## src/rtl/dcache_refill_buf_if.sv

```systemverilog
`default_nettype none
// +--------------------------------------------------------------------+
// | dcache_refill_buf_if : request / beat-return / line-handoff bundle |
// | Revision 1.0                                                       |
// +--------------------------------------------------------------------+
interface dcache_refill_buf_if #(
   parameter int ADDR_W = 32
);
   logic              req_valid;
   logic [ADDR_W-1:0] req_addr;
   logic              req_ready;
   logic              ret_valid;
   logic              ret_last;
   logic [31:0]       ret_data;
   logic              crit_valid;
   logic [31:0]       crit_data;
   logic              line_valid;
   logic              line_ready;
   logic [127:0]      line_data;
   logic [ADDR_W-1:0] line_addr;
   logic              line_err;

   // Cache-side view: issues requests and beats, consumes the line.
   modport master (
      output req_valid, req_addr, ret_valid, ret_last, ret_data, line_ready,
      input  req_ready, crit_valid, crit_data, line_valid, line_data, line_addr, line_err
   );

   modport slave (
      input  req_valid, req_addr, ret_valid, ret_last, ret_data, line_ready,
      output req_ready, crit_valid, crit_data, line_valid, line_data, line_addr, line_err
   );
endinterface
`default_nettype wire

```

## src/rtl/dcache_refill_buf.sv

```systemverilog
`default_nettype none
// +--------------------------------------------------------------------+
// | dcache_refill_buf : assembles four 32-bit refill beats into a line |
// | and early-forwards the critical word. Revision 1.0                 |
// +--------------------------------------------------------------------+
module dcache_refill_buf #(
   parameter int ADDR_W = 32
) (
   input  wire logic          clk,
   input  wire logic          rst,
   dcache_refill_buf_if.slave bus
);
   localparam logic [1:0] LAST_WORD = 2'd3;

   typedef enum logic [1:0] {
      IDLE = 2'd0,
      FILL = 2'd1,
      DONE = 2'd2
   } state_t;

   state_t            state_q, state_d;
   logic [1:0]        cnt_q, cnt_d;
   logic [1:0]        ci_q, ci_d;
   logic              full_q, full_d;
   logic              err_q, err_d;
   logic [127:0]      line_q, line_d;
   logic [ADDR_W-1:0] addr_q, addr_d;
   logic              crit_valid_q, crit_valid_d;
   logic [31:0]       crit_data_q, crit_data_d;
   logic              req_ready_q, req_ready_d;
   logic              line_valid_q, line_valid_d;

   always_ff @(posedge clk or posedge rst) begin
      if (rst) begin
         state_q      <= IDLE;
         cnt_q        <= 2'd0;
         ci_q         <= 2'd0;
         full_q       <= 1'b0;
         err_q        <= 1'b0;
         line_q       <= '0;
         addr_q       <= '0;
         crit_valid_q <= 1'b0;
         crit_data_q  <= '0;
         req_ready_q  <= 1'b1;
         line_valid_q <= 1'b0;
      end else begin
         state_q      <= state_d;
         cnt_q        <= cnt_d;
         ci_q         <= ci_d;
         full_q       <= full_d;
         err_q        <= err_d;
         line_q       <= line_d;
         addr_q       <= addr_d;
         crit_valid_q <= crit_valid_d;
         crit_data_q  <= crit_data_d;
         req_ready_q  <= req_ready_d;
         line_valid_q <= line_valid_d;
      end
   end

   always_comb begin
      state_d      = state_q;
      cnt_d        = cnt_q;
      ci_d         = ci_q;
      full_d       = full_q;
      err_d        = err_q;
      line_d       = line_q;
      addr_d       = addr_q;
      crit_valid_d = 1'b0;
      crit_data_d  = crit_data_q;

      case (state_q)
         IDLE: begin
            if (bus.req_valid) begin
               addr_d  = {bus.req_addr[ADDR_W-1:4], 4'h0};
               ci_d    = bus.req_addr[3:2];
               cnt_d   = 2'd0;
               full_d  = 1'b0;
               err_d   = 1'b0;
               line_d  = '0;
               state_d = FILL;
            end
         end
         FILL: begin
            if (bus.ret_valid) begin
               // full_q distinguishes "three beats in" from "four beats in",
               // since cnt saturates at 3 in both cases.
               if (full_q) begin
                  err_d = 1'b1;
               end else begin
                  line_d[{cnt_q, 5'd0} +: 32] = bus.ret_data;
                  if (cnt_q == ci_q) begin
                     crit_valid_d = 1'b1;
                     crit_data_d  = bus.ret_data;
                  end
                  if (cnt_q == LAST_WORD) begin
                     full_d = 1'b1;
                  end else begin
                     cnt_d = cnt_q + 2'd1;
                  end
               end
               if (bus.ret_last) begin
                  state_d = DONE;
                  if (!full_q && cnt_q != LAST_WORD) begin
                     err_d = 1'b1;
                  end
               end
            end
         end
         DONE: begin
            if (bus.line_ready) begin
               state_d = IDLE;
            end
         end
         default: state_d = IDLE;
      endcase
   end

   assign req_ready_d  = (state_d == IDLE);
   assign line_valid_d = (state_d == DONE);

   assign bus.req_ready  = req_ready_q;
   assign bus.crit_valid = crit_valid_q;
   assign bus.crit_data  = crit_data_q;
   assign bus.line_valid = line_valid_q;
   assign bus.line_data  = line_q;
   assign bus.line_addr  = addr_q;
   assign bus.line_err   = err_q;
endmodule
`default_nettype wire

```

## src/flat_wrapper.sv

```systemverilog
// flat-port wrapper written by rule: the top's interface ports become plain ports
module dcache_refill_buf_flat 
#(
   parameter int ADDR_W = 32
)
  (clk, rst, bus_req_valid, bus_req_addr, bus_ret_valid, bus_ret_last, bus_ret_data, bus_line_ready, bus_req_ready, bus_crit_valid, bus_crit_data, bus_line_valid, bus_line_data, bus_line_addr, bus_line_err);
  dcache_refill_buf_if #(.ADDR_W(ADDR_W)) bus_i ();
  input  wire logic clk;
  input  wire logic rst;
  input wire logic [$bits(bus_i.req_valid)-1:0] bus_req_valid;
  input wire logic [$bits(bus_i.req_addr)-1:0] bus_req_addr;
  input wire logic [$bits(bus_i.ret_valid)-1:0] bus_ret_valid;
  input wire logic [$bits(bus_i.ret_last)-1:0] bus_ret_last;
  input wire logic [$bits(bus_i.ret_data)-1:0] bus_ret_data;
  input wire logic [$bits(bus_i.line_ready)-1:0] bus_line_ready;
  output wire logic [$bits(bus_i.req_ready)-1:0] bus_req_ready;
  output wire logic [$bits(bus_i.crit_valid)-1:0] bus_crit_valid;
  output wire logic [$bits(bus_i.crit_data)-1:0] bus_crit_data;
  output wire logic [$bits(bus_i.line_valid)-1:0] bus_line_valid;
  output wire logic [$bits(bus_i.line_data)-1:0] bus_line_data;
  output wire logic [$bits(bus_i.line_addr)-1:0] bus_line_addr;
  output wire logic [$bits(bus_i.line_err)-1:0] bus_line_err;
  assign bus_i.req_valid = bus_req_valid;
  assign bus_i.req_addr = bus_req_addr;
  assign bus_i.ret_valid = bus_ret_valid;
  assign bus_i.ret_last = bus_ret_last;
  assign bus_i.ret_data = bus_ret_data;
  assign bus_i.line_ready = bus_line_ready;
  assign bus_req_ready = bus_i.req_ready;
  assign bus_crit_valid = bus_i.crit_valid;
  assign bus_crit_data = bus_i.crit_data;
  assign bus_line_valid = bus_i.line_valid;
  assign bus_line_data = bus_i.line_data;
  assign bus_line_addr = bus_i.line_addr;
  assign bus_line_err = bus_i.line_err;
  dcache_refill_buf #(.ADDR_W(ADDR_W)) u_core (.clk(clk), .rst(rst), .bus(bus_i));
endmodule
```

## config.mk

```make
export PLATFORM = sky130hd
export DESIGN_NAME = dcache_refill_buf_flat
export DESIGN_NICKNAME = d
export VERILOG_FILES = /design/src/rtl/dcache_refill_buf_if.sv /design/src/rtl/dcache_refill_buf.sv /design/src/flat_wrapper.sv
export SDC_FILE = /design/constraint.sdc
export NUM_CORES = 1
export LEC_CHECK = 0
export BUFFER_PORTS_ARGS = -buffer_cell sky130_fd_sc_hd__buf_2
export CAP_MARGIN = 20
export CORE_MARGIN = 2
export CORE_UTILIZATION = 35
export CTS_BUF_LIST = sky130_fd_sc_hd__clkbuf_2 sky130_fd_sc_hd__clkbuf_4 sky130_fd_sc_hd__clkbuf_8
export DETAILED_ROUTE_END_ITERATION = 16
export GPL_TIMING_DRIVEN = 0
export MAX_ROUTING_LAYER = met4
export SLEW_MARGIN = 20
export SYNTH_ARGS = -nofsm -noshare
export SYNTH_HDL_FRONTEND = slang
export SYNTH_SLANG_ARGS = --single-unit
export TNS_END_PERCENT = 20
```

## constraint.sdc

```tcl
create_clock -name clk -period 14.4 [get_ports clk]
set_input_delay 0.72 -clock clk [delete_from_list [all_inputs] [get_ports clk]]
set_output_delay 0.72 -clock clk [all_outputs]
set_load 0.02 [all_outputs]
```

==> results.toml <==
[worst_setup_path]
crit_path_end_kind = "flop"
cp.required_ns = 14.79
worst_path_maximum_fanout = 10
reg2reg_depth = 6
critical_path.reg2reg.endpoint = "u_core.bus.line_data[64]"
setup.worst_path.start = "u_core.cnt_q[0]"
critPathArrivalTime_ns = 3.00
criticalPathCategory = "flop to flop"
worstReg2RegStart = "u_core.cnt_q[0]"
critical_path_startpoint_category = "flop"
regToRegSetupSlack_ns = 11.78

[job]
max_cap_viol_count = 0

[clock_tree]
clock_sinks = 199
cts.reportedPaths.clkPinSlew_ns = 0.11
cts.root.buffer_cell = "sky130_fd_sc_hd__clkbuf_8"
tritoncts.num_buffers = 17
cts-htree-levels = 4
post_cts.resized_instances = 0
tritoncts = "done"
cts.hold.buffers_added = 0
post_cts_buffers = 0
clock_insertion_delay_worst_skew_ns = 0.47
max-clock-path-buffers = 2

[cells_and_area]
fill_cells = 2042
commonest_non_fill_non_tap_cell_in_the_layout = "sky130_fd_sc_hd__buf_2"
final_layout_size_suffix_gt1_frac = 0.452
area.growth.synth_to_final_pct = 26.9
final_cell_mix = "sky130_fd_sc_hd__buf_2, sky130_fd_sc_hd__dfrtp_1, sky130_fd_sc_hd__a22o_1"
register_area_sq_um = 4980
insertedDiodeCount = 0
multi_input_area_sq_um = 2450
final_nets = 918

[routing]
count_of_vias_placed_by_the_detailed_router = 5755
routed_via_density = 5.07
ant_nets = 0
dr.first_iter.drc_count = 318
firstDrtPassIters = 4
drt-total-wl_um = 22100
avgRoutedWirePerCell_um = 19.5
drt_drc_violations_left = 0

[timing]
final_min_period_over_clock_period = 0.182
relative_slew_margins = 0.387
fin_crit_ns = 2.62
clock_skew_ns = 0.0215
fin_setup_tns_ns = 0
count_of_pins_over_their_slew_limit = 0
timing.fmax_mhz = 382
setup_viol_count_final = 0
finalWorstSetupSlack_ns = 11.78
timing_worst_slew_pin_value_ns = 0.916
timing_hold_violations_final = 0
grt_setup_unrepaired = "false"

[synth]
syn_area_sq_um = 7720
synth_warn = 0
synth_cells = 560
ys_seq_area_frac = 0.645
postSynthAreaPerCell_sq_um = 13.8
ys_seq_elements = 199
synth_cell_type_count = 38

[floorplanning]
die_height_um = 152
design.die.area_sq_um = 23300
std_cell_rows = 54
floorplan.io_pins = 266
floorplan.initialDensity = 0.355
floorplan.core_area_sq_um = 21800
die_width_um = 152

[placed_design]
post_place_setup_slack_ns = 11.77
placement.io_buffers = 258
hpwl_um = 15800
globalplace.congestion = 0.762

[pwr]
p_int_uw = 1080
vdd_drop_max_mv = 0.0708
p_seq_frac = 0.431
combinationalPowerShare = 0.381
leakage_uw = 0.00507
power.switching_uw = 711
cellPowerDensity_nw_per_um2 = 183
power.share.switching = 0.396
share_clk_of_total_power = 0.188

[grt]
antenna_found_initial = 0
track_usage = 0.199
grt_pass1_wl_um = 35000
gr-total-overflow = 0
grt_pass1_vias = 5783
grt_start_max_net_pins = 91

[hold_path]
min-delay-path-class = "primary input to async pin"

[status]
run_status = "finished clean"
## power by group through the flow
stage               combinational (uW)  clock, uW  sequential (uW)
CTS                                694        351              774
global route                       731        378              795
floorplan                          273          0              951
global placement                   685          0              780
detailed placement                 693          0              784
finish                             684        338              774
## synthesized netlist by cell type
cell type	n	area, sq um
sky130_fd_sc_hd__buf_2	7	35.0
sky130_fd_sc_hd__o21ai_0	33	165
sky130_fd_sc_hd__mux2i_1	1	10.0
sky130_fd_sc_hd__a21o_1	3	22.5
sky130_fd_sc_hd__ha_1	6	75.1
sky130_fd_sc_hd__nor3_4	1	16.3
sky130_fd_sc_hd__nand3b_1	1	7.51
sky130_fd_sc_hd__nand3_2	1	10.0
sky130_fd_sc_hd__nand2b_1	2	12.5
sky130_fd_sc_hd__nor3_1	1	5.00
sky130_fd_sc_hd__nor4_4	1	21.3
sky130_fd_sc_hd__and4bb_2	1	12.5
sky130_fd_sc_hd__nor4b_2	1	15.0
sky130_fd_sc_hd__nor3b_1	1	7.51
sky130_fd_sc_hd__conb_1	1	3.75
sky130_fd_sc_hd__or3b_2	1	8.76
sky130_fd_sc_hd__clkbuf_1	26	97.6
sky130_fd_sc_hd__nand2_1	33	124
sky130_fd_sc_hd__buf_6	3	33.8
sky130_fd_sc_hd__nor2b_1	2	12.5
sky130_fd_sc_hd__a311oi_1	1	8.76
sky130_fd_sc_hd__or3b_4	1	11.3
sky130_fd_sc_hd__o31ai_1	2	15.0
sky130_fd_sc_hd__and2_1	1	6.26
sky130_fd_sc_hd__o21bai_1	1	7.51
sky130_fd_sc_hd__nor2_1	4	15.0
sky130_fd_sc_hd__nand4b_1	5	43.8
sky130_fd_sc_hd__dfrtp_1	198	4950
sky130_fd_sc_hd__o41ai_1	2	17.5
sky130_fd_sc_hd__a21oi_1	3	15.0
sky130_fd_sc_hd__inv_1	7	26.3
sky130_fd_sc_hd__mux2_2	62	698
sky130_fd_sc_hd__xnor2_1	2	17.5
sky130_fd_sc_hd__buf_4	14	105
sky130_fd_sc_hd__nand4_1	33	206
sky130_fd_sc_hd__dfstp_2	1	26.3
sky130_fd_sc_hd__a22o_1	96	841
sky130_fd_sc_hd__a31oi_1	1	6.26
## how the worst max path moves through the flow
stage | to | slack, ns | depth (start not counted)
6_report | u_core.bus.line_data[64] | 11.78 | 6
5_1_grt | u_core.bus.line_data[67] | 11.53 | 6
4_1_cts | u_core.bus.line_data[80] | 11.72 | 6
3_5_place_dp | u_core.bus.line_data[80] | 11.77 | 6
3_3_place_gp | u_core.bus.line_addr[24] | 5.81 | 2
2_1_floorplan | u_core.bus.crit_data[0] | 8.26 | 1
## state kept, by name, indices dropped and copies added (netlist names)
name,count
u_core.bus.line_data,128
u_core.bus.crit_data,32
u_core.bus.line_addr,28
u_core.ci_q,2
u_core.cnt_q,2
u_core.state_q,2
u_core.bus.crit_valid,1
u_core.bus.line_err,1
u_core.bus.line_valid,1
u_core.bus.req_ready,1
u_core.full_q,1
## kinds of logic (layout without fill, tap and decap cells)
kind of cell	Yosys count	after routing	share of synthesized area
AOI/OAI and AO/OA	142	142	0.142
xor gates and xnor gates	2	2	0.00227
adders and majority gates	6	6	0.00973
buffers and inverters	57	348	0.0386
DFF	199	199	0.645
muxes	63	63	0.0918
other	1	4	0.000486
and+or+nand+nor	90	90	0.0694
## metrics by stage
step           instance area (sq um)  instances  utilization  total power [uW]  hold slack [ns]
6_report                        9790       1134        0.450              1800            0.234
4_1_cts                         9790       1134        0.450              1820            0.219
2_1_floorplan                   7730        563            -              1220            0.501
3_3_place_gp                    9370       1101        0.431              1470            0.479
5_1_grt                         9790       1134        0.450              1900            0.222
3_5_place_dp                    9430       1103        0.434              1480            0.478
## per-layer routing
layer,global-route usage,share of wire
met5,-,0
met4,0.0719,0.026
met3,0.0310,0.047
met2,0.305,0.48
met1,0.271,0.45
## critical path, stage by stage, from the launching register on
cell and delay, ns:
sky130_fd_sc_hd__dfrtp_1 0.52, sky130_fd_sc_hd__inv_1 0.16, sky130_fd_sc_hd__ha_1 0.44, sky130_fd_sc_hd__nor3b_1 0.71
sky130_fd_sc_hd__clkbuf_1 0.44, sky130_fd_sc_hd__nand4_1 0.16, sky130_fd_sc_hd__o21ai_0 0.11
## area by class of cell
cell class / instances / share of cell area
Clock buffer: 18 / 0.0253
Sequential cell: 199 / 0.509
Timing Repair Buffer: 260 / 0.137
Clock inverter: 13 / 0.0115
Multi-Input combinational cell: 307 / 0.250
Inverter: 7 / 0.00345
Tap cell: 280 / 0.0358
Buffer: 50 / 0.0277
(Power assumes the default switching activity.)
